`src/rtl/mmio_bus_router_pkg.sv`:
```
// ---------------------------------------------------------------------------
// mmio_pkg
//   Shared definitions for the MMIO bus router:
//   - FSM state type
//   - default address map (data memory, LEDs, switches)
//   - one-hot to binary index encoder
// ---------------------------------------------------------------------------
package mmio_pkg;

   typedef enum logic [1:0] {
      ST_IDLE   = 2'd0,
      ST_ACCESS = 2'd1,
      ST_RESP   = 2'd2
   } state_e;

   localparam logic [31:0] DMEM_BASE = 32'h0000_0000;
   localparam logic [31:0] DMEM_MASK = 32'hFFFF_FC00;
   localparam logic [31:0] LED_BASE  = 32'h0000_0400;
   localparam logic [31:0] LED_MASK  = 32'hFFFF_FFFC;
   localparam logic [31:0] SW_BASE   = 32'h0000_0404;
   localparam logic [31:0] SW_MASK   = 32'hFFFF_FFFC;

   // Widest slave vector the encoder accepts.
   localparam int unsigned MAX_SLAVES = 32;

   // OR-reduction encoder; the input is expected to be one-hot or zero.
   function automatic int unsigned onehot_to_idx(input logic [MAX_SLAVES-1:0] oh);
      int unsigned idx;
      idx = 0;
      for (int unsigned i = 0; i < MAX_SLAVES; i++) begin
         if (oh[i]) idx = idx | i;
      end
      return idx;
   endfunction

endpackage

```
`src/rtl/mmio_bus_router_if.sv`:
```
// ---------------------------------------------------------------------------
// mmio_bus_router_if
//   CPU load/store handshake plus the flat slave-side bus.
//   modport slave  : the router's view (receives CPU requests, drives slaves)
//   modport master : the environment's view (CPU + peripherals)
// ---------------------------------------------------------------------------
interface mmio_bus_router_if #(
   parameter int unsigned NUM_SLAVES = 2,
   parameter int unsigned ADDR_WIDTH = 32,
   parameter int unsigned DATA_WIDTH = 32
);
   logic                           cpu_req;
   logic                           cpu_write;
   logic [ADDR_WIDTH-1:0]          cpu_addr;
   logic [DATA_WIDTH-1:0]          cpu_wdata;
   logic                           cpu_done;
   logic                           cpu_err;
   logic [DATA_WIDTH-1:0]          cpu_rdata;
   logic [NUM_SLAVES-1:0]          slv_sel;
   logic [NUM_SLAVES-1:0]          slv_write_en;
   logic [ADDR_WIDTH-1:0]          slv_addr;
   logic [DATA_WIDTH-1:0]          slv_wdata;
   logic [NUM_SLAVES*DATA_WIDTH-1:0] slv_rdata;
   logic [NUM_SLAVES-1:0]          slv_ack;

   modport slave (
      input  cpu_req, cpu_write, cpu_addr, cpu_wdata, slv_rdata, slv_ack,
      output cpu_done, cpu_err, cpu_rdata, slv_sel, slv_write_en, slv_addr, slv_wdata
   );

   modport master (
      output cpu_req, cpu_write, cpu_addr, cpu_wdata, slv_rdata, slv_ack,
      input  cpu_done, cpu_err, cpu_rdata, slv_sel, slv_write_en, slv_addr, slv_wdata
   );
endinterface

```
`src/rtl/mmio_bus_router_decode.sv`:
```
// ---------------------------------------------------------------------------
// mmio_addr_decode
//   Combinational address decoder.
//   i_addr/i_write : request address and direction
//   o_sel          : one-hot winning slave (lowest matching index)
//   o_idx          : binary index of the winner
//   o_offset       : address offset within the winner's window
//   o_valid        : a slave matched and the access is permitted
// ---------------------------------------------------------------------------
module mmio_addr_decode
   import mmio_pkg::*;
#(
   parameter int unsigned NUM_SLAVES = 2,
   parameter int unsigned ADDR_WIDTH = 32,
   parameter logic [NUM_SLAVES*ADDR_WIDTH-1:0] SLAVE_BASE = {LED_BASE, DMEM_BASE},
   parameter logic [NUM_SLAVES*ADDR_WIDTH-1:0] SLAVE_MASK = {LED_MASK, DMEM_MASK},
   parameter logic [NUM_SLAVES-1:0]            SLAVE_RO   = '0,
   localparam int unsigned IDX_W = (NUM_SLAVES > 1) ? $clog2(NUM_SLAVES) : 1
) (
   input  logic [ADDR_WIDTH-1:0] i_addr,
   input  logic                  i_write,
   output logic [NUM_SLAVES-1:0] o_sel,
   output logic [IDX_W-1:0]      o_idx,
   output logic [ADDR_WIDTH-1:0] o_offset,
   output logic                  o_valid
);

   logic [NUM_SLAVES-1:0] w_hit;
   logic [MAX_SLAVES-1:0] w_sel_ext;

   always_comb begin
      w_hit = '0;
      for (int unsigned i = 0; i < NUM_SLAVES; i++) begin
         w_hit[i] = (i_addr & SLAVE_MASK[i*ADDR_WIDTH +: ADDR_WIDTH])
                    == SLAVE_BASE[i*ADDR_WIDTH +: ADDR_WIDTH];
      end
      // Isolate the lowest set bit: overlapping windows resolve to the lowest index.
      o_sel = w_hit & (~w_hit + 1'b1);

      w_sel_ext = '0;
      w_sel_ext[NUM_SLAVES-1:0] = o_sel;
      o_idx = IDX_W'(onehot_to_idx(w_sel_ext));

      o_offset = '0;
      for (int unsigned i = 0; i < NUM_SLAVES; i++) begin
         if (o_sel[i]) o_offset = i_addr & ~SLAVE_MASK[i*ADDR_WIDTH +: ADDR_WIDTH];
      end

      o_valid = (|w_hit) && !(i_write && ((SLAVE_RO & o_sel) != '0));
   end

endmodule

```
`src/rtl/mmio_bus_router.sv`:
```
// ---------------------------------------------------------------------------
// mmio_bus_router
//   Routes CPU loads/stores to one of NUM_SLAVES address windows, returns
//   read data, and reports unmapped/read-only/timeout errors.
//   clk : system clock, rising edge
//   rst : asynchronous active-high reset
//   bus : mmio_bus_router_if.slave (CPU handshake + slave select/data/ack)
// ---------------------------------------------------------------------------
module mmio_bus_router
   import mmio_pkg::*;
#(
   parameter int unsigned NUM_SLAVES     = 2,
   parameter int unsigned ADDR_WIDTH     = 32,
   parameter int unsigned DATA_WIDTH     = 32,
   parameter logic [NUM_SLAVES*ADDR_WIDTH-1:0] SLAVE_BASE = {LED_BASE, DMEM_BASE},
   parameter logic [NUM_SLAVES*ADDR_WIDTH-1:0] SLAVE_MASK = {LED_MASK, DMEM_MASK},
   parameter logic [NUM_SLAVES-1:0]            SLAVE_RO   = '0,
   parameter int unsigned TIMEOUT_CYCLES = 16
) (
   input logic              clk,
   input logic              rst,
   mmio_bus_router_if.slave bus
);

   localparam int unsigned IDX_W = (NUM_SLAVES > 1) ? $clog2(NUM_SLAVES) : 1;
   localparam int unsigned CNT_W = (TIMEOUT_CYCLES > 0) ? $clog2(TIMEOUT_CYCLES + 1) : 1;

   state_e                r_state;
   logic [IDX_W-1:0]      r_idx;
   logic                  r_write;
   logic                  r_err;
   logic [NUM_SLAVES-1:0] r_sel;
   logic [NUM_SLAVES-1:0] r_wen;
   logic [ADDR_WIDTH-1:0] r_addr;
   logic [DATA_WIDTH-1:0] r_wdata;
   logic [DATA_WIDTH-1:0] r_rdata;
   logic [CNT_W-1:0]      r_cnt;

   logic [NUM_SLAVES-1:0] w_dec_sel;
   logic [IDX_W-1:0]      w_dec_idx;
   logic [ADDR_WIDTH-1:0] w_dec_offset;
   logic                  w_dec_valid;
   logic                  w_ack;
   logic [DATA_WIDTH-1:0] w_slv_rdata;
   logic [CNT_W-1:0]      w_cnt_next;
   logic                  w_timeout;

   mmio_addr_decode #(
      .NUM_SLAVES (NUM_SLAVES),
      .ADDR_WIDTH (ADDR_WIDTH),
      .SLAVE_BASE (SLAVE_BASE),
      .SLAVE_MASK (SLAVE_MASK),
      .SLAVE_RO   (SLAVE_RO)
   ) u_decode (
      .i_addr   (bus.cpu_addr),
      .i_write  (bus.cpu_write),
      .o_sel    (w_dec_sel),
      .o_idx    (w_dec_idx),
      .o_offset (w_dec_offset),
      .o_valid  (w_dec_valid)
   );

   always_comb begin
      w_ack       = bus.slv_ack[r_idx];
      w_slv_rdata = bus.slv_rdata[r_idx*DATA_WIDTH +: DATA_WIDTH];
      w_cnt_next  = (r_cnt == '1) ? r_cnt : r_cnt + 1'b1;
      // Fires on the ACCESS cycle whose count-up reaches TIMEOUT_CYCLES.
      w_timeout   = (TIMEOUT_CYCLES != 0) && (w_cnt_next == CNT_W'(TIMEOUT_CYCLES));
   end

   always_ff @(posedge clk or posedge rst) begin
      if (rst) begin
         r_state <= ST_IDLE;
         r_idx   <= '0;
         r_write <= 1'b0;
         r_err   <= 1'b0;
         r_sel   <= '0;
         r_wen   <= '0;
         r_addr  <= '0;
         r_wdata <= '0;
         r_rdata <= '0;
         r_cnt   <= '0;
      end else begin
         case (r_state)
            ST_IDLE: begin
               if (bus.cpu_req) begin
                  r_addr  <= w_dec_offset;
                  r_wdata <= bus.cpu_wdata;
                  r_write <= bus.cpu_write;
                  r_rdata <= '0;
                  r_cnt   <= '0;
                  if (w_dec_valid) begin
                     r_state <= ST_ACCESS;
                     r_idx   <= w_dec_idx;
                     r_sel   <= w_dec_sel;
                     r_wen   <= w_dec_sel & {NUM_SLAVES{bus.cpu_write}};
                     r_err   <= 1'b0;
                  end else begin
                     r_state <= ST_RESP;
                     r_err   <= 1'b1;
                  end
               end
            end
            ST_ACCESS: begin
               if (w_ack) begin
                  r_state <= ST_RESP;
                  r_rdata <= r_write ? '0 : w_slv_rdata;
                  r_err   <= 1'b0;
                  r_sel   <= '0;
                  r_wen   <= '0;
                  r_cnt   <= '0;
               end else if (w_timeout) begin
                  r_state <= ST_RESP;
                  r_rdata <= '0;
                  r_err   <= 1'b1;
                  r_sel   <= '0;
                  r_wen   <= '0;
                  r_cnt   <= '0;
               end else begin
                  r_cnt   <= w_cnt_next;
               end
            end
            ST_RESP: begin
               r_state <= ST_IDLE;
            end
            default: begin
               r_state <= ST_IDLE;
               r_sel   <= '0;
               r_wen   <= '0;
            end
         endcase
      end
   end

   always_comb begin
      bus.cpu_done     = (r_state == ST_RESP);
      bus.cpu_err      = (r_state == ST_RESP) && r_err;
      bus.cpu_rdata    = r_rdata;
      bus.slv_sel      = r_sel;
      bus.slv_write_en = r_wen;
      bus.slv_addr     = r_addr;
      bus.slv_wdata    = r_wdata;
   end

endmodule

```
`src/flat_wrapper.sv`:
```
// flat-port wrapper written by rule: the top's interface ports become plain ports
module mmio_bus_router_flat import mmio_pkg::*;
#(
   parameter int unsigned NUM_SLAVES     = 2,
   parameter int unsigned ADDR_WIDTH     = 32,
   parameter int unsigned DATA_WIDTH     = 32,
   parameter logic [NUM_SLAVES*ADDR_WIDTH-1:0] SLAVE_BASE = {LED_BASE, DMEM_BASE},
   parameter logic [NUM_SLAVES*ADDR_WIDTH-1:0] SLAVE_MASK = {LED_MASK, DMEM_MASK},
   parameter logic [NUM_SLAVES-1:0]            SLAVE_RO   = '0,
   parameter int unsigned TIMEOUT_CYCLES = 16
)
  (clk, rst, bus_cpu_req, bus_cpu_write, bus_cpu_addr, bus_cpu_wdata, bus_slv_rdata, bus_slv_ack, bus_cpu_done, bus_cpu_err, bus_cpu_rdata, bus_slv_sel, bus_slv_write_en, bus_slv_addr, bus_slv_wdata);
  mmio_bus_router_if #(.NUM_SLAVES(NUM_SLAVES), .ADDR_WIDTH(ADDR_WIDTH), .DATA_WIDTH(DATA_WIDTH)) bus_i ();
  input logic clk;
  input logic rst;
  input wire logic [$bits(bus_i.cpu_req)-1:0] bus_cpu_req;
  input wire logic [$bits(bus_i.cpu_write)-1:0] bus_cpu_write;
  input wire logic [$bits(bus_i.cpu_addr)-1:0] bus_cpu_addr;
  input wire logic [$bits(bus_i.cpu_wdata)-1:0] bus_cpu_wdata;
  input wire logic [$bits(bus_i.slv_rdata)-1:0] bus_slv_rdata;
  input wire logic [$bits(bus_i.slv_ack)-1:0] bus_slv_ack;
  output wire logic [$bits(bus_i.cpu_done)-1:0] bus_cpu_done;
  output wire logic [$bits(bus_i.cpu_err)-1:0] bus_cpu_err;
  output wire logic [$bits(bus_i.cpu_rdata)-1:0] bus_cpu_rdata;
  output wire logic [$bits(bus_i.slv_sel)-1:0] bus_slv_sel;
  output wire logic [$bits(bus_i.slv_write_en)-1:0] bus_slv_write_en;
  output wire logic [$bits(bus_i.slv_addr)-1:0] bus_slv_addr;
  output wire logic [$bits(bus_i.slv_wdata)-1:0] bus_slv_wdata;
  assign bus_i.cpu_req = bus_cpu_req;
  assign bus_i.cpu_write = bus_cpu_write;
  assign bus_i.cpu_addr = bus_cpu_addr;
  assign bus_i.cpu_wdata = bus_cpu_wdata;
  assign bus_i.slv_rdata = bus_slv_rdata;
  assign bus_i.slv_ack = bus_slv_ack;
  assign bus_cpu_done = bus_i.cpu_done;
  assign bus_cpu_err = bus_i.cpu_err;
  assign bus_cpu_rdata = bus_i.cpu_rdata;
  assign bus_slv_sel = bus_i.slv_sel;
  assign bus_slv_write_en = bus_i.slv_write_en;
  assign bus_slv_addr = bus_i.slv_addr;
  assign bus_slv_wdata = bus_i.slv_wdata;
  mmio_bus_router #(.NUM_SLAVES(NUM_SLAVES), .ADDR_WIDTH(ADDR_WIDTH), .DATA_WIDTH(DATA_WIDTH), .SLAVE_BASE(SLAVE_BASE), .SLAVE_MASK(SLAVE_MASK), .SLAVE_RO(SLAVE_RO), .TIMEOUT_CYCLES(TIMEOUT_CYCLES)) u_core (.clk(clk), .rst(rst), .bus(bus_i));
endmodule
```
`config.mk`:
```
export PLATFORM = sky130hd
export DESIGN_NAME = mmio_bus_router_flat
export DESIGN_NICKNAME = d
export VERILOG_FILES = /design/src/rtl/mmio_bus_router_pkg.sv /design/src/rtl/mmio_bus_router_if.sv /design/src/rtl/mmio_bus_router_decode.sv /design/src/rtl/mmio_bus_router.sv /design/src/flat_wrapper.sv
export SDC_FILE = /design/constraint.sdc
export NUM_CORES = 1
export LEC_CHECK = 0
export BUFFER_PORTS_ARGS = -buffer_cell sky130_fd_sc_hd__buf_2
export CORE_UTILIZATION = 35
export DETAILED_ROUTE_END_ITERATION = 10
export REMOVE_ABC_BUFFERS = 1
export SYNTH_ARGS = -nofsm -noshare
export SYNTH_HDL_FRONTEND = slang
export SYNTH_HIERARCHICAL = 1
export SYNTH_SLANG_ARGS = --single-unit
```
`constraint.sdc`:
```
create_clock -name clk -period 9.6 [get_ports clk]
set_clock_uncertainty 0.15 [all_clocks]
set_input_delay 0.96 -clock clk [delete_from_list [all_inputs] [get_ports clk]]
set_output_delay 0.96 -clock clk [all_outputs]
set_load 0.01 [all_outputs]
```
### Word-level counts from Yosys, hierarchy flattened

Cells that the tools add are included.

* bits in registers: 110
* input port bits: 134
* output and inout bits: 102

* $add $sub $neg: 2
* magnitude comparators: 1
* eq/ne operators: 8
* shift-type cells: 1
* muxes and demuxes: 33
* bitwise gates (word level): 4
* reductions and logical operators: 11

Operators with widths (count)
* $mux 32: 4
* $pmux 32 s2: 1
* $shiftx 64x7->32: 1
* $logic_not 32->1: 1
* $eq 30x9->1 const B: 1
* $mux 10: 2
* $mux 2: 10
* $mux 5: 4
* $pmux 2 s3: 2
* $eq 5x5->1 const B: 2
* $pmux 5 s2: 1
* $mux 1: 7
* $reduce_and 2->1: 3
* $reduce_and 3->1: 2
* $add 5x1->5 const B: 1
* $and 2x2->2: 2
* $ne 2x2->1 const B: 2
* $pmux 2 s2: 1
* $reduce_and 4->1: 1
* $ne 3x1->1 const B: 1
* $add 2x1->2 const B: 1
* $eq 2x1->1 const B: 1
* $eq 2x2->1 const B: 1
* $logic_not 2->1: 1
* 7 further kinds: 7

### Longest topological paths before layout

* depth in word-level cells: 8
* depth in mapped cells: 8

### Modules after synthesis

The synthesis kept the hierarchy.

By module, submodules not included
* mmio_bus_router: instances 1, cells each 320, area an instance 4585.6 um^2, sequential area each 2752.6 um^2
* mmio_addr_decode: instances 1, cells each 56, area an instance 427.9 um^2, sequential area each 0.0 um^2

### Least setup slack after synthesis

No wires, ideal clock.

* path kind: input to register
* start: in bus_cpu_addr[13]
* end: reg u_core.r_wen[1] (netlist: u_core/bus.slv_write_en[1])
* setup time: 0.128 ns
* arrival: 2.568 ns
* required time: 9.322 ns
* setup slack: 6.754 ns
* stages: 8
* buffers on the path: 1
* cells stage by stage: nor4_1 -> nand4_1 -> buf_6 -> nor3_1 -> nand2_1 -> nor2_1 -> o22ai_2 -> mux2_1

* elaborated cells between the ends (all ways): 12
* those cells by class: 1 x add/sub; 2 x eq/ne; 3 x mux; 3 x bitwise; 3 x reduce/logical

RTL lines
* start: declaration: line flat_wrapper.sv:18 `input wire logic [$bits(bus_i.cpu_addr)-1:0] bus_cpu_addr;`
* $eq 30x9->1 / $logic_not 32->1 (equally long branches): line mmio_bus_router_decode.sv:35, mmio_bus_router_decode.sv:34
* $reduce_or 2->1 *: line mmio_bus_router_decode.sv:49 `o_valid = (|w_hit) && !(i_write && ((SLAVE_RO & o_sel) != '0));`
* via u_core.w_dec_valid: line mmio_bus_router.sv:42 `logic w_dec_valid;`
* $ne 2x2->1 (no line) *
* $reduce_and 4->1 (no line) *
* end signal: assignment: line mmio_bus_router.sv:96 `r_wen <= w_dec_sel & {NUM_SLAVES{bus.cpu_write}};`
* end: declaration: line mmio_bus_router.sv:33 `logic [NUM_SLAVES-1:0] r_wen;`

Mark *: on every way through the listed nets, which the timed path passes. The rest lies on a longest branch. The select of a mux whose other input is x is not followed.
A chain may end at the register's enable or synchronous reset.

### Worst setup path in the final report

Ends and elaborated chain as after synthesis.

==> impl_metrics.tcl <==
set metrics [dict create \
    drc_errors 0 \
    critPathKind "in -> reg" \
    grt_usage_pct 15.7 \
    num_rows 43 \
    port_buffers 235 \
    path_cells "buf_2 -> nor4_1 -> nand4_1 -> nor3_1 -> nand2_1 -> nor2_1 -> o22ai_2 -> mux2_1" \
    fp.dieW_um 122 \
    seqCellArea_um2 2750 \
    cts_made_buffers 9 \
    fin_crit_ps 3230 \
    h-tree-depth 3 \
    fin_util_pct 47.0 \
    clock_latency_ps 350 \
    worst_pin_slew_ps 1130 \
    grt_max_degree 67 \
    layout_commonest_cell "buf_2" \
    slowest_stage "nor3_1" \
    finalHoldViolCount 0 \
    drive_gt1_share_pct 55.4 \
    synthXorXnorAreaFrac_pct 0 \
    cpLargestDelayFamily "simple AND/OR/NAND/NOR gates" \
    yosys_warnings 6 \
    hold_depth 1 \
    hp-class "reg -> reg" \
    ys_seq_elements 110 \
    required_ps 9680 \
    synth_fa_ha_area_share_pct 0.250 \
    synth_top_area_share_pct 54.9 \
    period_share_pct 33.7 \
    cts_buffer_depth 2 \
    grt_use_met3_pct 5.52 \
    final_cell_mix "buf_2 (235), dfrtp_1 (109), mux2_2 (66), mux2i_1 (33), o2bb2ai_1 (32)" \
    viasPerCell 4.72 \
    syn_area_um2 5010 \
    cts_setup_buffers 0 \
    ys_top_cells_by_area "dfrtp_1 (55%), mux2_2 (15%), mux2i_1 (6.6%), o2bb2ai_1 (5.6%), buf_4 (3.6%)" \
    cts_hold_buf 0 \
    use_met2_pct 26.1 \
    finalMaxSlewViolations 0 \
    worst-path-max-fanout 13 \
    synth_cells 376 \
    cap_viol_max_count 0 \
    busiest_layer "met2" \
    power.density_nw_per_um2 162 \
    finalSetupViolations 0 \
    yosysSeqAreaShare_pct 54.9 \
    diodes 0 \
    grt.met1_usage_pct 18.3 \
    synth_edf_count 0 \
    fin_nets 737 \
    core_area_um2 13900 \
    yosys.area_share.simple_pct 7.71 \
    critical_path_buf_inv_count 1 \
    tritoncts "built" \
    ir_drop_mv 0.109 \
    ios 236 \
    relSlewSlack_pct 24.9 \
    cts.sinks 110 \
    vias 3716 \
    slowest_delay_ps 630 \
    clk_pin_slew_ps 70 \
    synthArstFlopShare_pct 100 \
    wl_mm 11.6 \
    wl_per_cell_um 14.7 \
    grt_pass1_vias 3782 \
    synth.area.mux_share_pct 21.9 \
    dieArea_um2 14800 \
    ys_types 40 \
    grt_overflow 0 \
    reg2regPathDepth 3 \
    synth_top_family_by_area "multiplexers" \
    die_y_um 122 \
    p_leak_uw 0.00323 \
    postSynthAreaPerCell_um2 13.3 \
    rsz0062_at_grt "false" \
    hpwl_mm 8.46 \
    fmax_mhz 309 \
    fillers 1329 \
    grt_pass1_wl_mm 18.0 \
    antenna_left 0 \
    ys.flop_type "dfrtp_1" \
    syn_to_final_growth_pct 30.7 \
    ctsResizeCount 0 \
    cp-start-kind "input port" \
    gp_congestion 0.759 \
    tns_ps 0 \
    status "completed" \
    initial_utilization_pct 36.0 \
    synth.largest_area_cell "dfrtp_1" \
    antenna_found_initial 0 \
    worst_setup_path_end_kind "flop" \
    multi_input_area_um2 2040 \
    cp.depth 8 \
    arrival_ps 3320 \
    drt_iter0_drc 93 \
    firstDrtPassIters 4 \
    synth_compound_area_share_pct 9.06 \
    cts-root-buf "clkbuf_16" \
]
[synth_stat cells, types with 3 or more instances]
master / instances
a21o_1: 3
nor2_1: 8
nand2_1: 11
clkbuf_1: 4
nor4b_2: 5
inv_1: 6
o21ai_0: 7
and3_1: 3
nor3_1: 6
nor4_1: 6
mux2_2: 66
nand3_1: 3
buf_4: 24
o2bb2ai_1: 32
dfrtp_1: 110
nor4b_1: 5
buf_2: 15
mux2i_1: 33
and2_1: 4
[logic make-up (layout without fill, tap and decap cells)]
family | count (synthesis) | count (layout)
mux | 101 | 101
fa+ha+maj | 1 | 1
other cells | 1 | 22
compound gates | 54 | 54
buf+inv | 50 | 260
simple gates | 59 | 59
flops | 110 | 110
[flip-flops by register name, indices dropped and copies added, names as in the netlist]
name	cells
u_core/bus.cpu_rdata	32
u_core/bus.slv_addr	32
u_core/bus.slv_sel	2
u_core/bus.slv_wdata	32
u_core/bus.slv_write_en	2
u_core/r_cnt	5
u_core/r_err	1
u_core/r_idx	1
u_core/r_state	2
u_core/r_write	1
[final cells by class]
type                    instances  share of cell area (%)
clock inverters                 7                    1.32
inverters                       6                   0.382
clock buffers                   9                    3.44
repair buffers                238                    18.3
well taps                     180                    3.44
multi-input cells             237                    31.1
flip-flops and latches        110                    42.0
[worst reg2reg max path, stage by stage (launching register included)]
cell       delay [ps]
dfrtp_2          1000
mux2i_1           490
or3b_1            930
o2bb2ai_1         190
[path summary, 6_finish.rpt]
path	to	slack, ps	startpoint
worst max-delay path	u_core/bus.slv_write_en[1]	6370	bus_cpu_addr[13]
worst min-delay path	u_core/bus.slv_sel[0]	330	u_core/bus.slv_sel[0]
worst max register to register	u_core/bus.cpu_rdata[0]	6680	u_core/r_idx
worst min register to register	u_core/bus.slv_sel[0]	330	u_core/bus.slv_sel[0]
max in group asynchronous	u_core/bus.slv_addr[10]	7560	rst
min in group asynchronous	u_core/bus.slv_wdata[11]	580	rst
[metrics by stage]
stage                     instances  power, µW  setup slack [ps]  hold WS (ps)  cell area, µm²
after detailed placement        771        680              6020           316            6240
final                           787       1060              6370           334            6550
after global routing            787       1110              6170           346            6550
after CTS                       787       1080              6400           335            6550
after floorplan                 353        600              5590           324            4810
after global placement          771        675              6160           320            6240
[power by group]
part           switching (µW)  total [µW]  internal (µW)
Clock                     185         394            209
Sequential               17.8         516            498
Combinational            74.5         153           78.5
Total                     277        1060            785
[metal layers]
layer	wire, µm	share of wire (%)
met5	0	0
met4	182	1.6
met3	1070	9.3
met2	5470	47
met1	4830	42
Note: power is estimated with default switching activity, not from simulation.
